**config.mk**
```make
export PLATFORM = sky130hd
export DESIGN_NAME = uart_core
export DESIGN_NICKNAME = d
export VERILOG_FILES = /design/src/rtl/uart_pkg.sv /design/src/rtl/uart_sync2.sv /design/src/rtl/uart_core.sv
export SDC_FILE = /design/constraint.sdc
export NUM_CORES = 1
export LEC_CHECK = 0
export ABC_AREA = 1
export CAP_MARGIN = 25
export CORE_ASPECT_RATIO = 1.1
export CORE_MARGIN = 2
export CORE_UTILIZATION = 40
export CTS_BUF_LIST = sky130_fd_sc_hd__clkbuf_8
export CTS_CLUSTER_DIAMETER = 40
export DETAILED_ROUTE_END_ITERATION = 7
export PLACE_DENSITY = 0.59
export SYNTH_ARGS = -nofsm -noshare
export SYNTH_HDL_FRONTEND = slang
export SYNTH_SLANG_ARGS = --single-unit
```
**constraint.sdc**
```tcl
create_clock -name CLK_UART_i -period 2.3 [get_ports CLK_UART_i]
set_clock_uncertainty 0.05 [all_clocks]
set_input_delay 0.23 -clock CLK_UART_i [delete_from_list [all_inputs] [get_ports CLK_UART_i]]
set_output_delay 0.23 -clock CLK_UART_i [all_outputs]
set_load 0.02 [all_outputs]
```
**src/rtl/uart_pkg.sv**
```systemverilog
// Shared types and constants for the 8N1 UART transceiver.
// Holds the TX/RX state encodings and the bit-period helper.
package uart_pkg;

   localparam int   DATA_BITS  = 8;
   localparam logic IDLE_LEVEL = 1'b1;

   typedef enum logic [1:0] {
      TX_IDLE,
      TX_START,
      TX_DATA,
      TX_STOP
   } tx_state_t;

   typedef enum logic [1:0] {
      RX_IDLE,
      RX_START,
      RX_DATA,
      RX_STOP
   } rx_state_t;

   function automatic int calc_clks_per_bit(
      input int clk_hz,
      input int baud
   );
      return clk_hz / baud;
   endfunction

endpackage

```
**src/rtl/uart_sync2.sv**
```systemverilog
// Two-flop synchroniser for the asynchronous serial input.
// Ports: clk, rst_n (async active-low), d (async in), q (synced out, resets high).
module uart_sync2
   import uart_pkg::*;
(
   input  logic clk,
   input  logic rst_n,
   input  logic d,
   output logic q
);

   logic meta;

   always_ff @(posedge clk or negedge rst_n) begin
      if (!rst_n) begin
         meta <= IDLE_LEVEL;
         q    <= IDLE_LEVEL;
      end else begin
         meta <= d;
         q    <= meta;
      end
   end

endmodule

```
**src/rtl/uart_core.sv**
```systemverilog
// Full-duplex 8N1 UART: independent TX and RX engines on one clock.
// Ports: CLK_UART_i, RST_UART_ni, serial_rx_i/serial_tx_o (line),
//   start_tx_i/serial_write_i/busy_tx_o (TX side),
//   serial_read_o/valid_rx_o/busy_rx_o (RX side).
module uart_core
   import uart_pkg::*;
#(
   parameter int CLK_FREQ_HZ  = 50000000,
   parameter int BAUD_RATE    = 115200,
   parameter int CLKS_PER_BIT = calc_clks_per_bit(CLK_FREQ_HZ, BAUD_RATE)
) (
   input  logic       CLK_UART_i,
   input  logic       RST_UART_ni,
   input  logic       serial_rx_i,
   input  logic       start_tx_i,
   input  logic [7:0] serial_write_i,
   output logic       busy_rx_o,
   output logic       busy_tx_o,
   output logic       valid_rx_o,
   output logic       serial_tx_o,
   output logic [7:0] serial_read_o
);

   localparam int CW = $clog2(CLKS_PER_BIT);
   localparam logic [CW-1:0] BIT_LAST  = CW'(CLKS_PER_BIT - 1);
   localparam logic [CW-1:0] HALF_LAST = CW'(CLKS_PER_BIT / 2 - 1);
   localparam logic [CW-1:0] CNT_ONE   = CW'(1);
   localparam logic [2:0]    IDX_LAST  = 3'(DATA_BITS - 1);

   // ---------------- TX ----------------
   tx_state_t      tx_state;
   logic [CW-1:0]  tx_cnt;
   logic [2:0]     tx_idx;
   logic [7:0]     tx_data;

   always_ff @(posedge CLK_UART_i or negedge RST_UART_ni) begin
      if (!RST_UART_ni) begin
         tx_state    <= TX_IDLE;
         tx_cnt      <= '0;
         tx_idx      <= '0;
         tx_data     <= '0;
         busy_tx_o   <= 1'b0;
         serial_tx_o <= IDLE_LEVEL;
      end else begin
         unique case (tx_state)
            TX_IDLE: begin
               serial_tx_o <= IDLE_LEVEL;
               tx_cnt      <= '0;
               tx_idx      <= '0;
               if (start_tx_i) begin
                  tx_data     <= serial_write_i;
                  busy_tx_o   <= 1'b1;
                  serial_tx_o <= 1'b0;
                  tx_state    <= TX_START;
               end
            end
            TX_START: begin
               if (tx_cnt == BIT_LAST) begin
                  tx_cnt      <= '0;
                  serial_tx_o <= tx_data[0];
                  tx_state    <= TX_DATA;
               end else begin
                  tx_cnt <= tx_cnt + CNT_ONE;
               end
            end
            TX_DATA: begin
               if (tx_cnt == BIT_LAST) begin
                  tx_cnt <= '0;
                  if (tx_idx == IDX_LAST) begin
                     serial_tx_o <= IDLE_LEVEL;
                     tx_state    <= TX_STOP;
                  end else begin
                     tx_idx      <= tx_idx + 3'd1;
                     serial_tx_o <= tx_data[tx_idx + 3'd1];
                  end
               end else begin
                  tx_cnt <= tx_cnt + CNT_ONE;
               end
            end
            TX_STOP: begin
               if (tx_cnt == BIT_LAST) begin
                  tx_cnt    <= '0;
                  busy_tx_o <= 1'b0;
                  tx_state  <= TX_IDLE;
               end else begin
                  tx_cnt <= tx_cnt + CNT_ONE;
               end
            end
            default: tx_state <= TX_IDLE;
         endcase
      end
   end

   // ---------------- RX ----------------
   logic           rx_s;
   rx_state_t      rx_state;
   logic [CW-1:0]  rx_cnt;
   logic [2:0]     rx_idx;
   logic [7:0]     rx_data;
   // Cleared after a framing error so a held-low line is not
   // mistaken for a fresh start bit.
   logic           rx_armed;

   uart_sync2 u_sync (
      .clk   (CLK_UART_i),
      .rst_n (RST_UART_ni),
      .d     (serial_rx_i),
      .q     (rx_s)
   );

   always_ff @(posedge CLK_UART_i or negedge RST_UART_ni) begin
      if (!RST_UART_ni) begin
         rx_state      <= RX_IDLE;
         rx_cnt        <= '0;
         rx_idx        <= '0;
         rx_data       <= '0;
         rx_armed      <= 1'b1;
         busy_rx_o     <= 1'b0;
         valid_rx_o    <= 1'b0;
         serial_read_o <= '0;
      end else begin
         valid_rx_o <= 1'b0;
         unique case (rx_state)
            RX_IDLE: begin
               rx_cnt <= '0;
               rx_idx <= '0;
               if (!rx_armed) begin
                  rx_armed <= rx_s;
               end else if (!rx_s) begin
                  busy_rx_o <= 1'b1;
                  rx_state  <= RX_START;
               end
            end
            RX_START: begin
               if (rx_cnt == HALF_LAST) begin
                  rx_cnt <= '0;
                  if (rx_s) begin
                     busy_rx_o <= 1'b0;
                     rx_state  <= RX_IDLE;
                  end else begin
                     rx_state <= RX_DATA;
                  end
               end else begin
                  rx_cnt <= rx_cnt + CNT_ONE;
               end
            end
            RX_DATA: begin
               if (rx_cnt == BIT_LAST) begin
                  rx_cnt          <= '0;
                  rx_data[rx_idx] <= rx_s;
                  rx_idx          <= rx_idx + 3'd1;
                  if (rx_idx == IDX_LAST) begin
                     rx_state <= RX_STOP;
                  end
               end else begin
                  rx_cnt <= rx_cnt + CNT_ONE;
               end
            end
            RX_STOP: begin
               if (rx_cnt == BIT_LAST) begin
                  rx_cnt    <= '0;
                  busy_rx_o <= 1'b0;
                  rx_state  <= RX_IDLE;
                  if (rx_s) begin
                     serial_read_o <= rx_data;
                     valid_rx_o    <= 1'b1;
                  end else begin
                     rx_armed <= 1'b0;
                  end
               end else begin
                  rx_cnt <= rx_cnt + CNT_ONE;
               end
            end
            default: rx_state <= RX_IDLE;
         endcase
      end
   end

endmodule

```
* Yosys cells after proc, flatten, opt, wreduce, memory -nomap -nowiden
Index checks and enable logic that the tools add are counted.
** Cells by class
- Reductions and logical operators :: 22
- Eq/ne operators :: 25
- Order comparisons :: 3
- $add $sub $neg :: 4
- Muxes and demuxes :: 50
** Operators by type and width (count)
- $mux W9 :: 3
- $pmux W9 S3 :: 1
- $ne A2 B2 Y1 const B :: 13
- $mux W2 :: 12
- $mux W1 :: 19
- $add A9 B1 Y9 const B :: 2
- $eq A9 B9 Y1 const B :: 2
- $pmux W9 S2 :: 1
- $pmux W2 S4 :: 2
- $reduce_and A3 Y1 :: 5
- $pmux W3 S2 :: 2
- $reduce_and A6 Y1 :: 2
- $eq A9 B8 Y1 const B :: 1
- $mux W3 :: 3
- $bwmux W8 :: 1
- $eq A2 B2 Y1 const B :: 4
- $lt A3 B4 Y1 const B :: 2
- $reduce_bool A2 Y1 :: 4
- $add A3 B1 Y3 const B :: 2
- $eq A3 B3 Y1 const B :: 2
- $pmux W1 S3 :: 2
- $reduce_and A2 Y1 :: 3
- $reduce_bool A3 Y1 :: 2
- $reduce_and A5 Y1 :: 1
- other kinds (10) :: 13
** Word-level totals
- Word-level logic and storage cells :: 120
- Output and inout port bits :: 12
- Bits of input ports :: 12
- Register bits after elaboration :: 59

* Longest topological paths before layout
- Word-level depth :: 6
- Mapped depth :: 11
- Gate-level depth less buffers :: 11

* Cells and area by module
Synthesis repeated with hierarchy kept, for this count alone.
** Unflattened totals
- Cell total of the unflattened synthesis :: 355
- Area, all modules :: 2925.3 µm²
** Modules (own cells, without submodules)
- uart_core :: times used 1, seq. area each 1428.9 µm², cells each 353, area each 2872.8 µm²
- uart_sync2 :: times used 1, seq. area each 52.6 µm², cells each 2, area each 52.6 µm²

* Worst setup path before layout
Ideal clock, no wire load.
- Kind :: register to register
- From :: register rx_cnt[1]
- To :: register serial_read_o[0]
- Path slack :: 762 ps
- Clock period less this slack :: 1538 ps
- Data required time :: 2134 ps
- Buffers on the path :: 0
- Data arrival time :: 1373 ps
- Cell stages (with the launch flop) :: 11
- Library setup time :: 116 ps
- Cells stage by stage :: dfrtp_1 > inv_1 > ha_1 > nand2_1 > nor2_2 > nand2_4 > nor2_4 > nand2_4 > nand2_1 > a21boi_2 > inv_1
** Between the ends
- Longest elaborated chain between the ends :: 2
** Ends and longest elaborated chain
- from (decl) :: RTL line uart_core.sv:97 : logic [CW-1:0] rx_cnt;
- from (signal assigned) :: RTL line uart_core.sv:144 : rx_cnt <= rx_cnt + CNT_ONE;
- from (signal assigned) :: RTL line uart_core.sv:156 : rx_cnt <= rx_cnt + CNT_ONE;
- from (signal assigned) :: RTL line uart_core.sv:171 : rx_cnt <= rx_cnt + CNT_ONE;
- $eq A9 B9 Y1 :: RTL line uart_core.sv:160 : if (rx_cnt == BIT_LAST) begin
- $reduce_and A3 Y1 (no source line)
- to (signal assigned) :: RTL line uart_core.sv:165 : serial_read_o <= rx_data;
- to (decl) :: RTL line uart_core.sv:21 : output logic [7:0] serial_read_o
Every way passes these cells.
A chain may end at the register's enable or synchronous reset.

* Final worst setup path
- From :: register serial_tx_o
- To :: output port serial_tx_o
** RTL lines
- from (decl) :: RTL line uart_core.sv:20 : output logic serial_tx_o,
- from (signal assigned) :: RTL line uart_core.sv:60 : serial_tx_o <= tx_data[0];
- from (signal assigned) :: RTL line uart_core.sv:74 : serial_tx_o <= tx_data[tx_idx + 3'd1];
No word-level cell between the ends.

==> summary.txt <==
Route
  – Length of the first detailed-routing pass in iterations: 4
  – DRT iter0 DRCs: between 90 and 100
  – DR WL/cell: 11.1 µm
  – DRC: 0
  – Routed wl met3: 174 µm
  – WL final: 5380 µm
  – Met1 Wirelength: 2640 µm
  – DR vias: 2315
  – Max layer used: met4
  – Number of vias per cell: 4.79
  – WL met2: ~2500 µm
  – Antenna Nets Post-Route: 0

Timing
  – Final period util: 0.758
  – RSZ-0062 raised after global routing: false
  – Pins Over Slew Limit: 0
  – Endpoints failing setup: 0
  – Min cycle time layout: between 1.5 and 2 ns
  – WHS: 0.254 ns
  – Post-route setup TNS: 0 ns
  – Relative slew margins: 0.763
  – Final Hold Viols: 0
  – PnR worst setup slack: 0.556 ns
  – Worst Tran Pin Value: 0.353 ns
  – Fmax: 0.573 GHz

Floorplanning
  – Core Rows: 33
  – Die ar.: a little over 8000 µm²
  – Initial core utilization: 0.410
  – Top Ports: 24
  – DIE WIDTH: about 87 µm
  – Core Box Area: about 7400 µm²
  – DIE HEIGHT: 95.3 µm

Synth
  – Syn Nets: about 380
  – Post-synth EDFFs: 0
  – Synth Warn #: 0
  – Synthesized instance count: approximately 360
  – Synth top area cells: dfrtp_1 (45%), nand2_1 (12%), inv_1 (6.1%)
  – Yosys top cell area share: 0.454
  – Register area share after synthesis: 0.489
  – Number of synthesized register bits: 59
  – Ys async rst share: 1.00
  – Top_reg_cell synth: dfrtp_1
  – Top-count cell post-synth: nand2_1
  – Syn avg cell area: 8.49 µm²
  – Yosys cell types: 34
  – Synth area leader: dfrtp_1
  – Most frequent cells after synthesis: nand2_1 (94), dfrtp_1 (55), inv_1 (49), nor2_1 (36), a21oi_1 (18)
  – Post-synthesis cell area: 3030 µm²

GRT
  – Gr ovfl total: 0
  – Initial antenna violation count: 0
  – First-pass GRT wire length: 9800 µm
  – Vias in the first global route: between 2k and 2.5k
  – Total Routing Usage GR: 0.150
  – Largest net degree at the start of global routing: 60

Final layout
  – Fin area: 3630 µm²
  – N_diodes: 0
  – Fraction of layout cells with a size suffix above 1: 0.119
  – Synthesis-to-layout area growth: 19.6%
  – Final nets: 417
  – Layout Utilization: 0.491

CTS
  – Clock sink total: 59
  – Worst-path clk slew: 0.07 ns
  – Worst-Skew Late Latency: 0.34 ns
  – CTS H-tree depth: 3
  – CTS tree: done
  – Clock Path Buffers: 2
  – CTS root buffer: clkbuf_8
  – Num CTS Buffers: 9

Power and ir drop
  – Psw: 1.24 mW
  – Clock power frac: 0.323
  – Comb power frac: 0.285
  – Net Sw Frac: 0.344
  – Pwr/cell area: 993 nW/µm²
  – Int Power: between 2 and 2.5 mW
  – Reg power frac: 0.392
  – Leak: 1.87 nW
  – Max VDD drop: 0.551 mV

Placed design
  – Placed cell areas: ~3400 µm²
  – Dpl ws: 0.616 ns
  – Dpl hpwl: approximately 3800 µm
  – GP Congestion: slightly above 0.8
  – I/O Buffers: 23

Setup path
  – WP buf/inv: 1
  – Data arrival time of the critical path: 1.46 ns
  – CP cell instances: clkdlybuf4s50_1
  – CP max-delay cell: clkdlybuf4s50_1
  – Req. time, crit path: 2.02 ns
  – Worst Setup Path Type: register to output pin
  – Crit path capture type: output pin
  – Setup crit start kind: register
  – Worst Path Max Fanout: 2
  – CP max stage delay: 0.59 ns
  – Top Family by Delay on Critical Path: buffers and inverters

Min path
  – Worst Hold Class: input port to register

Run status
  – Status: complete, no violations

Flow run
  – Max-cap violation count: 0
-- metal layers --
metal / track usage / vias to the layer above
met2: 0.242 / 41
met5: 0 / -
li1: - / 1202
met3: 0.0338 / 9
met4: 0.0742 / 0
met1: 0.189 / 1063
-- kinds of logic after synthesis --
logic type / after synthesis / share of synthesized area
fa+ha+maj: 14 / 0.0578
compound gates: 42 / 0.0900
buf+inv: 55 / 0.0706
flops: 59 / 0.489
xor+xnor: 3 / 0.00867
simple gates: 184 / 0.284
-- cells in the final DEF (no fill, tap or decap), types with 2 or more instances in the layout --
cell type / instances
nor2_4: 3
inv_1: 49
clkdlybuf4s50_1: 22
ha_1: 14
a21oi_1: 18
bufinv_16: 3
clkinv_2: 2
nand2_4: 3
nand2_1: 94
dfstp_2: 4
nand3_1: 16
inv_2: 3
nand4_1: 3
nor3_1: 15
nand3b_1: 2
dfrtp_1: 55
o21a_1: 2
a21boi_2: 7
clkinv_4: 2
nor2_1: 36
xnor2_1: 2
nor3_2: 4
nor3b_1: 2
a22o_1: 2
o21ai_0: 9
clkbuf_8: 9
-- repair_timing --
item                                    4_1_cts  5_1_grt
buffers inserted                              0        0
hold endpoints to repair                     55        0
endpoints found under the setup margin        0        0
hold buffers                                  1        0
gates resized for setup                       0        0
-- stage by stage --
stage,instances,total power [mW]
6_report,483,3.60
5_1_grt,483,3.88
4_1_cts,483,3.65
3_5_place_dp,466,2.47
3_3_place_gp,466,2.45
2_1_floorplan,357,2.18
-- worst paths after layout --
check / slack [ns] / cells past startpoint / from / end
max: 0.56 / 1 / serial_tx_o$_DFFE_PN1P_ / serial_tx_o
min: 0.25 / 1 / serial_rx_i / u_sync.meta$_DFF_PN1_
max reg2reg: 0.63 / 10 / rx_cnt[1]$_DFF_PN0_ / serial_read_o[6]$_DFFE_PN0P_
min reg2reg: 0.32 / 0 / u_sync.meta$_DFF_PN1_ / u_sync.q$_DFF_PN1_
max in group asynchronous: 1.51 / 3 / RST_UART_ni / serial_tx_o$_DFFE_PN1P_
min in group asynchronous: 0.38 / 3 / RST_UART_ni / rx_cnt[6]$_DFF_PN0_
-- state kept, by name (all words and copies together), names as in the netlist, 2 cells and up, named ones only --
| name | flops |
|---|---|
| rx_cnt | 9 |
| tx_cnt | 9 |
| rx_data | 8 |
| serial_read_o | 8 |
| tx_data | 8 |
| rx_idx | 3 |
| tx_idx | 3 |
| tx_state | 2 |
-- power groups by stage --
stage / logic (mW) / registers (mW) / clock network (mW)
4_1_cts: 1.04 / 1.41 / 1.19
5_1_grt: 1.19 / 1.45 / 1.25
3_3_place_gp: 1.03 / 1.43 / 0
2_1_floorplan: 0.764 / 1.42 / 0
6_report: 1.03 / 1.41 / 1.16
3_5_place_dp: 1.04 / 1.43 / 0
-- layout make-up --
| class | count | area (µm²) |
|---|---|---|
| clock buffer | 9 | 124 |
| clock inverter | 7 | 116 |
| fill | 679 | 3760 |
| inverter | 53 | 204 |
| multi-input combinational | 243 | 1340 |
| sequential | 59 | 1480 |
| tap | 87 | 109 |
| timing repair buffer | 25 | 255 |
(Power assumes the default switching activity.)
